`config.mk`:
```
export PLATFORM = sky130hd
export DESIGN_NAME = color_scan_ctrl_flat
export DESIGN_NICKNAME = d
export VERILOG_FILES = /design/src/rtl/color_scan_ctrl_pkg.sv /design/src/rtl/color_scan_ctrl_if.sv /design/src/rtl/color_scan_ctrl_edge_counter.sv /design/src/rtl/color_scan_ctrl.sv /design/src/flat_wrapper.sv
export SDC_FILE = /design/constraint.sdc
export NUM_CORES = 1
export LEC_CHECK = 0
export ABC_AREA = 0
export ABC_CLOCK_PERIOD_IN_PS = 4200
export CORE_MARGIN = 1.5
export CORE_UTILIZATION = 30
export DETAILED_ROUTE_END_ITERATION = 16
export HOLD_SLACK_MARGIN = 0.08
export SLEW_MARGIN = 20
export SYNTH_ARGS = -nofsm -noshare
export SYNTH_HDL_FRONTEND = slang
export SYNTH_SLANG_ARGS = --single-unit
```
`constraint.sdc`:
```
create_clock -name clk -period 4.2 [get_ports clk]
set_clock_uncertainty 0.05 [all_clocks]
set_input_delay 0.63 -clock clk [delete_from_list [all_inputs] [get_ports clk]]
set_output_delay 0.63 -clock clk [all_outputs]
set_load 0.1 [all_outputs]
```
`src/rtl/color_scan_ctrl_pkg.sv`:
```
// Shared definitions for the colour-sensor sequencer and the mission controller:
// colour codes, filter-select codes and scan states.
package color_scan_ctrl_pkg;

   typedef enum logic [1:0] {
      COLOR_NONE  = 2'b00,
      COLOR_RED   = 2'b01,
      COLOR_GREEN = 2'b10,
      COLOR_BLUE  = 2'b11
   } color_e;

   // {S2,S3} pin encoding of the TCS230 photodiode filters
   typedef enum logic [1:0] {
      SEL_R     = 2'b00,
      SEL_B     = 2'b01,
      SEL_CLEAR = 2'b10,
      SEL_G     = 2'b11
   } sel_e;

   typedef enum logic [1:0] {
      ST_IDLE     = 2'd0,
      ST_SETTLE   = 2'd1,
      ST_COUNT    = 2'd2,
      ST_CLASSIFY = 2'd3
   } state_e;

   typedef enum logic [1:0] {
      FLT_R = 2'd0,
      FLT_G = 2'd1,
      FLT_B = 2'd2
   } filter_e;

   function automatic sel_e filter_sel(input filter_e f);
      sel_e s;
      case (f)
         FLT_R:   s = SEL_R;
         FLT_G:   s = SEL_G;
         FLT_B:   s = SEL_B;
         default: s = SEL_CLEAR;
      endcase
      return s;
   endfunction

endpackage

```
`src/rtl/color_scan_ctrl_if.sv`:
```
// Sensor-pin and result bundle of one colour-scan sequencer.
interface color_scan_ctrl_if;
   logic       enable;
   logic       wave;
   logic [1:0] select;
   logic       led;
   logic [1:0] color;
   logic       valid;
   logic       busy;

   // master: mission controller / sensor side, slave: the sequencer
   modport master (output enable, output wave,
                   input select, input led, input color, input valid, input busy);
   modport slave  (input enable, input wave,
                   output select, output led, output color, output valid, output busy);
endinterface

```
`src/rtl/color_scan_ctrl_edge_counter.sv`:
```
// Synchronises the sensor square wave, detects rising edges and keeps a
// saturating count of them while enabled.
module edge_counter #(
   parameter int CNT_W = 16
) (
   input  logic             clk_i,
   input  logic             rst_i,
   input  logic             wave_i,
   input  logic             clr_i,
   input  logic             en_i,
   output logic [CNT_W-1:0] count_o
);

   // [0],[1] form the synchroniser, [2] holds the previous synchronised level
   logic [2:0]       sync_q;
   logic [CNT_W-1:0] cnt_q, cnt_d;
   logic             rise;

   assign rise = sync_q[1] & ~sync_q[2];

   always_comb begin
      cnt_d = cnt_q;
      if (clr_i)
         cnt_d = '0;
      else if (en_i && rise && (cnt_q != '1))
         cnt_d = cnt_q + 1'b1;
   end

   always_ff @(posedge clk_i) begin
      if (rst_i) begin
         sync_q <= '0;
         cnt_q  <= '0;
      end else begin
         sync_q <= {sync_q[1:0], wave_i};
         cnt_q  <= cnt_d;
      end
   end

   // next-state value, so an edge detected in the last window cycle is included
   assign count_o = cnt_d;

endmodule

```
`src/rtl/color_scan_ctrl.sv`:
```
// Colour-sensor sequencer: steps the filter through R, G, B, counts the sensor
// wave per filter and publishes the dominant colour with a one-cycle strobe.
module color_scan_ctrl
   import color_scan_ctrl_pkg::*;
#(
   parameter int SETTLE_CYC = 50_000,
   parameter int WINDOW_CYC = 500_000,
   parameter int CNT_W      = 16,
   parameter int TMR_W      = 20,
   parameter int MIN_COUNT  = 20
) (
   input logic              clk,
   input logic              rst,
   color_scan_ctrl_if.slave bus
);

   state_e           state_q, state_d;
   filter_e          f_q, f_d;
   logic [TMR_W-1:0] tmr_q, tmr_d;
   logic [CNT_W-1:0] cnt_r_q, cnt_r_d, cnt_g_q, cnt_g_d, cnt_b_q, cnt_b_d;
   color_e           color_q, color_d;
   logic             valid_q, valid_d;
   logic [CNT_W-1:0] tally;

   edge_counter #(.CNT_W(CNT_W)) u_edge (
      .clk_i   (clk),
      .rst_i   (rst),
      .wave_i  (bus.wave),
      .clr_i   (state_q != ST_COUNT),
      .en_i    (state_q == ST_COUNT),
      .count_o (tally)
   );

   // ties favour R, then G
   function automatic color_e classify(input logic [CNT_W-1:0] r, g, b);
      logic [CNT_W-1:0] m;
      color_e           c;
      if (r >= g && r >= b) begin
         m = r;
         c = COLOR_RED;
      end else if (g >= b) begin
         m = g;
         c = COLOR_GREEN;
      end else begin
         m = b;
         c = COLOR_BLUE;
      end
      if (m < CNT_W'(MIN_COUNT))
         c = COLOR_NONE;
      return c;
   endfunction

   always_comb begin
      state_d = state_q;
      f_d     = f_q;
      tmr_d   = tmr_q;
      cnt_r_d = cnt_r_q;
      cnt_g_d = cnt_g_q;
      cnt_b_d = cnt_b_q;
      color_d = color_q;
      valid_d = 1'b0;
      case (state_q)
         ST_IDLE: begin
            if (bus.enable) begin
               state_d = ST_SETTLE;
               f_d     = FLT_R;
               tmr_d   = '0;
            end
         end
         ST_SETTLE: begin
            if (!bus.enable) begin
               state_d = ST_IDLE;
               tmr_d   = '0;
            end else if (tmr_q == TMR_W'(SETTLE_CYC - 1)) begin
               state_d = ST_COUNT;
               tmr_d   = '0;
            end else begin
               tmr_d = tmr_q + 1'b1;
            end
         end
         ST_COUNT: begin
            if (!bus.enable) begin
               state_d = ST_IDLE;
               tmr_d   = '0;
            end else if (tmr_q == TMR_W'(WINDOW_CYC - 1)) begin
               tmr_d = '0;
               case (f_q)
                  FLT_R: begin
                     cnt_r_d = tally;
                     f_d     = FLT_G;
                     state_d = ST_SETTLE;
                  end
                  FLT_G: begin
                     cnt_g_d = tally;
                     f_d     = FLT_B;
                     state_d = ST_SETTLE;
                  end
                  default: begin
                     cnt_b_d = tally;
                     state_d = ST_CLASSIFY;
                  end
               endcase
            end else begin
               tmr_d = tmr_q + 1'b1;
            end
         end
         ST_CLASSIFY: begin
            color_d = classify(cnt_r_q, cnt_g_q, cnt_b_q);
            valid_d = 1'b1;
            f_d     = FLT_R;
            tmr_d   = '0;
            state_d = bus.enable ? ST_SETTLE : ST_IDLE;
         end
         default: state_d = ST_IDLE;
      endcase
   end

   always_ff @(posedge clk) begin
      if (rst) begin
         state_q <= ST_IDLE;
         f_q     <= FLT_R;
         tmr_q   <= '0;
         cnt_r_q <= '0;
         cnt_g_q <= '0;
         cnt_b_q <= '0;
         color_q <= COLOR_NONE;
         valid_q <= 1'b0;
      end else begin
         state_q <= state_d;
         f_q     <= f_d;
         tmr_q   <= tmr_d;
         cnt_r_q <= cnt_r_d;
         cnt_g_q <= cnt_g_d;
         cnt_b_q <= cnt_b_d;
         color_q <= color_d;
         valid_q <= valid_d;
      end
   end

   assign bus.select = (state_q == ST_IDLE) ? SEL_CLEAR : filter_sel(f_q);
   assign bus.led    = (state_q != ST_IDLE);
   assign bus.busy   = (state_q != ST_IDLE);
   assign bus.color  = color_q;
   assign bus.valid  = valid_q;

endmodule

```
`src/flat_wrapper.sv`:
```
// flat-port wrapper written by rule: the top's interface ports become plain ports
module color_scan_ctrl_flat import color_scan_ctrl_pkg::*;
#(
   parameter int SETTLE_CYC = 50_000,
   parameter int WINDOW_CYC = 500_000,
   parameter int CNT_W      = 16,
   parameter int TMR_W      = 20,
   parameter int MIN_COUNT  = 20
)
  (clk, rst, bus_enable, bus_wave, bus_select, bus_led, bus_color, bus_valid, bus_busy);
  color_scan_ctrl_if bus_i ();
  input logic clk;
  input logic rst;
  input wire logic [$bits(bus_i.enable)-1:0] bus_enable;
  input wire logic [$bits(bus_i.wave)-1:0] bus_wave;
  output wire logic [$bits(bus_i.select)-1:0] bus_select;
  output wire logic [$bits(bus_i.led)-1:0] bus_led;
  output wire logic [$bits(bus_i.color)-1:0] bus_color;
  output wire logic [$bits(bus_i.valid)-1:0] bus_valid;
  output wire logic [$bits(bus_i.busy)-1:0] bus_busy;
  assign bus_i.enable = bus_enable;
  assign bus_i.wave = bus_wave;
  assign bus_select = bus_i.select;
  assign bus_led = bus_i.led;
  assign bus_color = bus_i.color;
  assign bus_valid = bus_i.valid;
  assign bus_busy = bus_i.busy;
  color_scan_ctrl #(.SETTLE_CYC(SETTLE_CYC), .WINDOW_CYC(WINDOW_CYC), .CNT_W(CNT_W), .TMR_W(TMR_W), .MIN_COUNT(MIN_COUNT)) u_core (.clk(clk), .rst(rst), .bus(bus_i));
endmodule
```
==> Word-level counts from Yosys, hierarchy flattened <==
Cells that the tools add are included.
{ "totals": {"reg_bits": 94, "output_inout_bits": 7} }
{ "classes": {"addsub": 2, "order_cmp": 4, "n_eq_ne": 15, "muxes": 30, "n_bitwise": 3, "reduce_logical": 13} }
{ "ops": {"columns": ["op", "n"], "rows": [
  ["2-to-1 mux 20 bit", 5],
  ["2-to-1 mux 16 bit", 5],
  ["one-hot mux 20 bit (4 select lines)", 1],
  ["greater-or-equal comparator 16 bit", 3],
  ["2-to-1 mux 2 bit", 12],
  ["adder 20 x 1 -> 20 bit, second input constant", 1],
  ["equality test 20 x 16 -> 1 bit, second input constant", 1],
  ["equality test 20 x 19 -> 1 bit, second input constant", 1],
  ["adder 16 x 1 -> 16 bit, second input constant", 1],
  ["< comparator 16 x 5 -> 1 bit, second input constant", 1],
  ["inequality test 16 bit, second input constant", 1],
  ["one-hot mux 2 bit (3 select lines)", 2],
  ["AND reduction 4 bit", 3],
  ["one-hot mux 2 bit (4 select lines)", 1],
  ["equality test 2 bit, second input constant", 3],
  ["inequality test 2 bit, second input constant", 3],
  ["inequality test 3 x 2 -> 1 bit, second input constant", 2],
  ["AND reduction 5 bit", 1],
  ["equality test 2 x 1 -> 1 bit, second input constant", 2],
  ["logical NOT 2 bit", 2],
  ["one-hot mux 2 bit (2 select lines)", 1],
  ["logical AND 1 bit", 3],
  ["2-to-1 mux 1 bit", 3],
  ["inequality test 3 x 1 -> 1 bit, second input constant", 1],
  ["7 further kinds", 8]
]} }

==> Logic depth before layout (Yosys ltp) <==
Gate-level depths: netlist of run 1.
{ "logic_depth": {"depth_word": 6, "mapped_depth": 10} }

==> Modules after synthesis <==
Synthesis of run 1 repeated with hierarchy kept, for this count alone.
{ "unflattened": {"cells_unflattened": 651, "hier_area_um2": 5535.3} }
{ "by_module_without_submodules": {"columns": ["mod", "n_inst", "cells_each", "area_each_um2", "seq_area_each_um2"], "rows": [
  ["color_scan_ctrl", 1, 518, 4476.8, 1501.4],
  ["edge_counter", 1, 133, 1058.5, 380.4]
]} }

==> Least setup slack after synthesis of run 1 <==
OpenSTA, ideal clock, no wires.
{ "synth_timing": {"kind": "reg-to-output", "from": "register u_core.state_q[1]", "to": "output port bus_select[0]", "t_arrival_ns": 2.027, "path_slack_ns": 1.493, "stages_incl_launch_ff": 4, "n_path_buf": 0, "path_cell_list": "dfxtp_1 -> inv_1 -> ha_1 -> nor2b_1"} }
{ "synth_via": {"elab_chain_len": 2} }
{ "synth_rtl": {"columns": ["element", "line", "source"], "rows": [
  ["start: declaration", "color_scan_ctrl.sv:17", "state_e state_q, state_d;"],
  ["start signal: assignment", "color_scan_ctrl.sv:129", "state_q <= state_d;"],
  ["logical NOT 2 bit", "color_scan_ctrl.sv:140", "assign bus.select = (state_q == ST_IDLE) ? SEL_CLEAR : filter_sel(f_q);"],
  ["2-to-1 mux 2 bit", "color_scan_ctrl.sv:140", null],
  ["end: declaration", "flat_wrapper.sv:16", "output wire logic [$bits(bus_i.select)-1:0] bus_select;"]
]} }
No other way between the ends.

==> Worst setup path after layout of run 1 <==
{ "layout_timing": {"from": "register u_core.state_q[1]", "to": "output port bus_busy"} }
{ "layout_via": {"elab_chain_len": 1} }
{ "layout_rtl": {"columns": ["element", "line", "source"], "rows": [
  ["nonzero test 2 bit", "color_scan_ctrl.sv:142", "assign bus.busy = (state_q != ST_IDLE);"],
  ["end: declaration", "flat_wrapper.sv:20", "output wire logic [$bits(bus_i.busy)-1:0] bus_busy;"]
]} }
No other way between the ends.

==> results of run 1 <==
[through the flow]
step	worst slack [ns]	hold slack, ns	util
after floorplan	1.49	0.364	-
after global placement	1.41	0.371	0.325
after detailed placement	1.38	0.376	0.325
after CTS	1.08	0.389	0.341
after global routing	0.966	0.407	0.341
final	1.09	0.389	0.341
[worst paths after layout]
kind / start / to / slack (ns)
max reg2reg: u_core.state_q[0]$_SDFFE_PP0P_ / u_core.cnt_r_q[10]$_SDFFE_PP0P_ / 1.50
min reg2reg: u_core.u_edge.sync_q[0]$_SDFF_PP0_ / u_core.u_edge.sync_q[1]$_SDFF_PP0_ / 0.39
min: u_core.u_edge.sync_q[0]$_SDFF_PP0_ / u_core.u_edge.sync_q[1]$_SDFF_PP0_ / 0.39
max: u_core.state_q[1]$_SDFFE_PP0P_ / bus_busy / 1.09
[power groups by stage]
stage | combinational, mW | sequential (mW) | clock, mW
5_1_grt | 0.122 | 0.897 | 0.826
2_1_floorplan | 0.0898 | 0.918 | 0
6_report | 0.112 | 0.897 | 0.762
4_1_cts | 0.111 | 0.897 | 0.787
3_3_place_gp | 0.110 | 0.917 | 0
3_5_place_dp | 0.111 | 0.918 | 0
[state kept, by name, summed over array words and instances, names as in the netlist]
name                  cells
u_core.f_q                2
u_core.cnt_g_q           16
u_core.cnt_r_q           16
u_core.bus.color          2
u_core.cnt_b_q           16
u_core.u_edge.cnt_q      16
u_core.state_q            2
u_core.u_edge.sync_q      3
u_core.tmr_q             20
u_core.bus.valid          1
[layout make-up]
| type | count | area share |
|---|---|---|
| Multi-Input combinational cell | 471 | 0.534 |
| Sequential cell | 94 | 0.317 |
| Tap cell | 225 | 0.0474 |
| Clock buffer | 12 | 0.0415 |
| Inverter | 58 | 0.0366 |
| Timing Repair Buffer | 12 | 0.0185 |
| Clock inverter | 4 | 0.00505 |
[worst max-delay path: stages (launching register included)]
cell             delay [ns]
dfxtp_1                0.42
inv_1                  0.11
ha_1                   0.23
inv_1                  0.17
clkdlybuf4s50_1        1.17
[metal layers]
metal	up-vias	wire length (um)	global-route usage
met4	0	166	0.0439
li1	2310	-	-
met3	11	364	0.0289
met1	2007	6440	0.198
met2	62	5490	0.222
met5	-	0	0
[kinds of logic (layout without fill, tap and decap cells)]
group / after synthesis / count (layout)
compound gates: 136 / 136
mux: 8 / 8
fa+ha+maj: 58 / 58
flops: 94 / 94
simple gates: 254 / 254
buf+inv: 80 / 86
xor+xnor: 15 / 15
[cells in the mapped netlist, types with 2 or more instances]
cell type,n,share of area
a2111oi_0,3,0.0049
a211oi_1,35,0.049
a21boi_0,3,0.0042
a21o_1,5,0.0070
a21oi_1,30,0.028
a22o_1,2,0.0032
a22oi_1,2,0.0028
a31oi_1,3,0.0035
a41o_1,2,0.0037
and2_1,8,0.0093
and3_1,5,0.0058
and4_1,3,0.0049
buf_2,6,0.0056
buf_4,4,0.0056
clkbuf_1,9,0.0063
clkbuf_8,3,0.0077
dfxtp_1,94,0.35
ha_1,58,0.13
inv_1,58,0.040
mux2i_1,7,0.013
nand2_1,54,0.038
nand2b_1,9,0.010
nand3_1,22,0.020
nand3b_1,6,0.0084
nand4_1,20,0.023
nor2_1,61,0.042
nor2b_1,9,0.010
nor3_1,10,0.0093
nor4_1,10,0.012
o21ai_0,38,0.035
o21ai_2,2,0.0032
o31ai_1,2,0.0028
or2_2,2,0.0023
or3_1,18,0.021
or4_1,5,0.0070
or4b_1,2,0.0037
xnor2_1,11,0.018
xor2_1,4,0.0065
[cells in the final DEF, fill, tap and decap left out, types with 20 or more instances in the layout]
cell type / count
a211oi_1: 34
a21oi_1: 30
dfxtp_1: 94
ha_1: 58
inv_1: 58
nand2_1: 54
nand3_1: 22
nand4_1: 20
nor2_1: 61
o21ai_0: 38
==> results.md, run 1 <==
Worst hold path:
- Along the worst hold path, the cell count comes to 1.
- The path class of the lowest-slack min-delay path is reg2reg.

Placed design:
- The cell area after placement is between 5000 and 6000 um2.
- Buffers placed on the I/O ports in this run total 10.
- After detailed placement, the design holds a cell count of 860.
- The detailed placement HPWL is 9.54 mm.
- The weighted congestion reported at the end of routability-driven placement is 0.806.

Finish:
- The layout overhead on the synthesized area is 10.2%.
- Summing all flip-flop and latch instances after layout gives 1880 um2.
- The final cell area excluding filler cells is 5940 um2.
- After the last flow step, the layout net total stands at 708.
- The total of fill cells in the finished design is 1869.
- The diode insertion count for antenna repair is 0.
- The count of non-filler cells in the finished layout is about 880.
- The share of final-layout standard cells stronger than drive strength 1 is 0.0507.
- The area of combinational cells with multiple inputs is 3170 um2.

Power and ir drop:
- For this design the ratio of total power to cell area is 298 nW/um2.
- The leakage power total is 2.14 nW.
- Power comes to 1.77 mW.
- The share of total power dissipated in the clock network is 0.430.
- Of the total power, registers draw 0.506.
- Of the total power, combinational logic draws 0.063.
- The switching power share of the total is 0.241.
- The cell-internal power is 1.35 mW.
- The switching power summed over all nets is 0.426 mW.
- Across the VDD grid, the largest voltage drop is 221 uV.

Drt:
- The detailed router's first-iteration violation count is between 200 and 300.
- Dividing the detail-routed via count by the number of cells gives 5.01.
- The routed wire length is approximately 12 mm.
- The via count is roughly 4400.
- Before antenna repair, the detailed router went through 4 iterations.
- The number of DRC violations after detailed routing is 0.
- The average wire length per cell after detail routing is 14.2 um.
- In this run the remaining antenna-violating nets after routing total 0.

Synthesis:
- The number of synthesized flops with an enable pin is 0.
- The number of nets handed over by synthesis was 707.
- Synthesis inferred 94 register bits.
- The area fraction in compound gates after synthesis is 0.163.
- The post-synthesis cell type count is 58.
- The multiplexer share of the synthesized area is 0.0151.
- The sequential share of the synthesized area is 0.349.
- The leading register cell type out of synthesis is dfxtp_1.
- The adder and majority gate portion of the synthesized area is 0.135.
- The largest family of logic cells by synthesized area is simple AND/OR/NAND/NOR gates.
- The count of yosys warnings during synthesis is 0.
- The parity-gate share of the synthesized area counting xor and xnor cells is 0.0244.
- The number of cells produced by synthesis is around 650.
- After synthesis the cells add up to about 5400 um2.
- After synthesis, the share of flip-flops with an asynchronous set or reset is 0.
- Of the total synthesized cell area, the portion taken by AND, OR, NAND and NOR gates is 0.248.
- A synthesized cell averages between 8 and 9 um2.

Floorplan:
- The floorplan step defined a die boundary enclosing 18800 um2.
- The die extent in x is around 140 um.
- Pin placement for this block handled 11 I/O pins.
- The floorplan core area is 17400 um2.
- The number of rows created at floorplan is between 40 and 50.
- The die is 137 um tall.
- For this configuration, the core starts out at a cell density of 0.310.

Timing:
- The worst slew margin relative to its limit is 0.355.
- In the finished design, the share of the clock period the worst path needs comes to 0.740.
- The aggregate negative setup slack is 0 ns.
- The clock period minus final worst setup slack is 3.11 ns.
- The fmax is about 320 MHz.
- Setup repair after global routing left no endpoint under its margin.
- The number of hold violations in the final report came to 0.
- The final count of pins violating max slew came to 0.
- The worst-margin pin slew is 0.964 ns.
- The count of final setup violators is 0.

Setup path:
- The critical path data arrival time is 2.43 ns.
- The type of destination of the critical path is an output port.
- The type of origin of the critical path is a flop.
- The required time of the worst setup path is ~3.5 ns.
- The critical path is of the reg2out type.
- The worst register-to-register path has a depth of 8.
- The worst-path maximum fanout is 6.

CTS:
- The library cell used as clock root buffer is clkbuf_16.
- For this design, the sink count on the clock tree is 94.
- TritonCTS built the clock tree.
- The number of CTS-inserted buffers is 9.
- After clock tree synthesis, the clock-pin slew on the worst setup and hold paths is 0.06 ns.
- The number of gates resized after CTS was 0.
- The clock insertion delay at the later pin of the skew report is 0.34 ns.
- The buffer levels on the longest clock path is 2.
- The number of buffers inserted for hold repair after clock tree synthesis is 0.
- CTS built an H-tree with a depth of 3.
- The post-CTS repair timing setup buffer count is 0.

Flow run:
- The number of maximum-capacitance constraint violations is 0.

Global route:
- Summed over all layers, the global routing overflow is 0.
- Entering global routing, the biggest net connects 67 pins.
- The global-route total usage across every layer is 0.143.
- The first global-routing pass estimated 21.0 mm of wire.
- The initial antenna violation count was 0.
- The via count of the first global-routing pass is 4145.

Run status:
- The flow ran to the end, and the final reports show no timing, DRC or antenna violations.
(Power assumes the default switching activity.)
==> run 2, diff against run 1 <==
- ABC_CLOCK_PERIOD_IN_PS: 4200 -> 2810
- clock period: 4.2 -> 2.81 ns (I/O delays scaled with it)
==> results.md, run 2 (same netlist as run 1, synthesis figures left out) <==
Worst hold path:
- The cell depth of the worst hold path is 1.
- The path class of the lowest-slack min-delay path is reg2reg.
- The worst hold path begins at u_core.u_edge.sync_q[0]$_SDFF_PP0_.
- The worst hold path endpoint is u_core.u_edge.sync_q[1]$_SDFF_PP0_.

Global route:
- The first global-routing pass estimated roughly 21 mm of wire.
- The via count of the first global-routing pass is 4152.
- Across every metal layer, demand over resource in global routing totals 0.145.
- The total global routing overflow is 0.
- The initial antenna violation count is 0.
- The pin count of the biggest net entering global routing is 67.

CTS:
- In this run, post-CTS repair resized a total of 0 instances.
- Counting along the longest clock path gives a buffer depth of 2.
- The clock drives 94 sinks.
- The post-CTS clock slew at the launch and capture registers of the worst setup and hold paths is 0.07 ns.
- At the later pin of the worst-skew pair, clock insertion delay measures 0.34 ns.
- TritonCTS built the clock tree.
- The post-CTS repair timing setup buffer count is 0.
- The number of levels the H-tree was split into is 3.
- Buffers inserted during clock tree synthesis total 9.
- The library cell used as clock root buffer is clkbuf_16.
- For this design, the CTS-stage hold fixing added 0 buffers.

Power and ir drop:
- The total power of the final layout is ~2.9 mW.
- Across the VDD grid, the largest voltage drop is 309 uV.
- The switching power share of the total is 0.232.
- The cell-internal power is 2.19 mW.
- The share of total power dissipated in combinational logic is 0.058.
- The clock group share of total power is 0.473.
- Of the total power, registers draw 0.469.
- The switching power summed over all nets is around 0.66 mW.
- Power spread over the standard cell area amounts to between 400 and 500 nW/um2.
- For this design the static power due to leakage is between 2 and 2.5 nW.

Floorplan:
- In this run the horizontal extent of the chip is 137 um.
- The overall die area is about 19000 um2.
- The number of rows created at floorplan is 48.
- The region available for standard cell placement spans 17400 um2.
- The initial utilization of the core area, before any placement, comes to 0.310.
- From bottom edge to top edge, the die measures 137 um.
- The boundary pin count is 11.

Timing:
- The worst slew margin relative to its limit is 0.257.
- The aggregate negative setup slack is 0 ns.
- Subtracting the final worst setup slack from the clock period gives around 2.6 ns.
- The fmax is about 380 MHz.
- Dividing the final minimum period by the clock period gives 0.937.
- Setup repair after global routing left no endpoint under its margin.
- The worst setup slack after layout is between 0.15 and 0.2 ns.
- For the pin with the worst max-slew slack, the measured transition is around 1.1 ns.
- The final count of pins violating max slew is 0.
- The number of hold violations in the final report is 0.
- The count of final setup violators is 0.

Finish:
- The share of final-layout standard cells stronger than drive strength 1 is 0.0798.
- The most common cell after layout, fill and taps aside is dfxtp_1.
- The flip-flop count of the largest register, all copies and words added is 20.
- The final net count is just over 700.
- The filler cells instantiated in the layout total 1825.
- The register containing the most flip-flops in the final layout is u_core.tmr_q.
- 0 antenna diodes ended up in the layout.
- The area growth from synthesis to layout is 12.4%.
- The library cells used most frequently in the layout, excluding fill and tap cells, are 94 x dfxtp_1, 61 x nor2_1, 58 x inv_1, 58 x ha_1, 54 x nand2_1.

Setup path:
- Across all register-to-register paths, the minimum setup slack is 0.18 ns.
- In this run the critical register-to-register path is launched from u_core.cnt_g_q[15]$_SDFFE_PP0P_.
- Measured in cells, the most critical reg-to-reg path has a length of 8.
- At the worst endpoint, the arrival time is about 2.8 ns.
- The worst-path maximum fanout is 3.
- Data on the critical path is required at its endpoint by 3.02 ns.
- The critical path in this run is classified as reg2reg.
- STA classifies the critical path startpoint as a flop.
- The endpoint of the worst register-to-register path is u_core.bus.color[0]$_SDFFE_PP0P_.
- The worst setup path is captured at a flop.

Placed design:
- The congestion estimate from routability-driven global placement came to ~0.84.
- At the placement stage, the worst setup path has a slack of 0.181 ns.
- The count of buffers from port buffering is 10.
- After legalization and detailed placement, the total HPWL measured 9.79 mm.

Drt:
- In the final routed layout, each cell accounts on average for 14.6 um.
- The detailed router's first-iteration violation count is 212.
- The post-detailed-route via-to-cell ratio is 4.97.
- The via count is 4421.
- The routed wire length is 13.0 mm.
- The number of DRC violations after detailed routing is 0.
- The number of nets with antenna violations after routing is 0.
- The pre-antenna-repair detailed-routing pass consisted of 4 iterations.

Run status:
- The flow ran to the end, and the final reports show no timing, DRC or antenna violations.

Flow run:
- The number of maximum-capacitance constraint violations is 0.
==> run 2: cell count changes in the layout (fill, tap and decap cells not counted), sizes merged <==
cell,change
buf,+20
bufinv,+2
clkdlybuf4s50,-7
clkinv,-2
clkinvlp,-1
inv,+1
==> run 2: area by class of cell <==
class	count	area [um2]	share of cell area
Clock inverter	4	77.6	0.0128
Multi-Input combinational cell	471	3170	0.522
Sequential cell	94	1880	0.310
Clock buffer	12	246	0.0407
Inverter	58	218	0.0359
Tap cell	225	282	0.0464
Timing Repair Buffer	25	190	0.0314
==> run 2: worst max path at each step <==
| stage | startpoint | to | slack (ns) | depth (start not counted) |
|---|---|---|---|---|
| 2_1_floorplan | u_core.state_q[1]$_SDFFE_PP0P_ | bus_select[0] | 0.31 | 3 |
| 3_3_place_gp | u_core.cnt_g_q[15]$_SDFFE_PP0P_ | u_core.bus.color[0]$_SDFFE_PP0P_ | 0.25 | 8 |
| 3_5_place_dp | u_core.tmr_q[0]$_SDFFE_PP0P_ | u_core.tmr_q[15]$_SDFFE_PP0P_ | 0.18 | 8 |
| 4_1_cts | u_core.cnt_g_q[15]$_SDFFE_PP0P_ | u_core.bus.color[0]$_SDFFE_PP0P_ | 0.18 | 8 |
| 5_1_grt | u_core.cnt_g_q[14]$_SDFFE_PP0P_ | u_core.bus.color[0]$_SDFFE_PP0P_ | 0.003 | 8 |
| 6_report | u_core.cnt_g_q[15]$_SDFFE_PP0P_ | u_core.bus.color[0]$_SDFFE_PP0P_ | 0.18 | 8 |
==> run 2: power by group through the flow <==
stage | Clock (mW) | Sequential [mW] | Combinational (mW)
global placement | 0 | 1.37 | 0.167
CTS | 1.38 | 1.34 | 0.167
detailed placement | 0 | 1.37 | 0.167
floorplan | 0 | 1.37 | 0.134
global route | 1.43 | 1.34 | 0.177
finish | 1.35 | 1.34 | 0.166
==> run 2: metal layers <==
metal  wire length [um]  vias up  track usage
li1                   -     2338            -
met4                327        0       0.0515
met2               5650       68        0.226
met1               6590     1996        0.199
met5                  0        -            0
met3                388       19       0.0307
==> run 2: through the flow <==
stage / utilization / hold WS (ns) / cell area [um2] / instances
after detailed placement: 0.329 / 0.390 / 5740 / 873
after floorplan: - / 0.364 / 5390 / 645
after global placement: 0.329 / 0.375 / 5740 / 873
after CTS: 0.348 / 0.404 / 6060 / 889
after global routing: 0.348 / 0.417 / 6060 / 889
final: 0.348 / 0.393 / 6060 / 889
==> run 2: worst max-delay path: stages (launching register included) <==
cell and delay (ns):
dfxtp_1 0.36, inv_1 0.07, ha_1 0.31, and3_1 0.18
a221oi_1 0.34, or3b_2 0.46, or3_1 0.33, a41o_1 0.22
a311oi_1 0.22
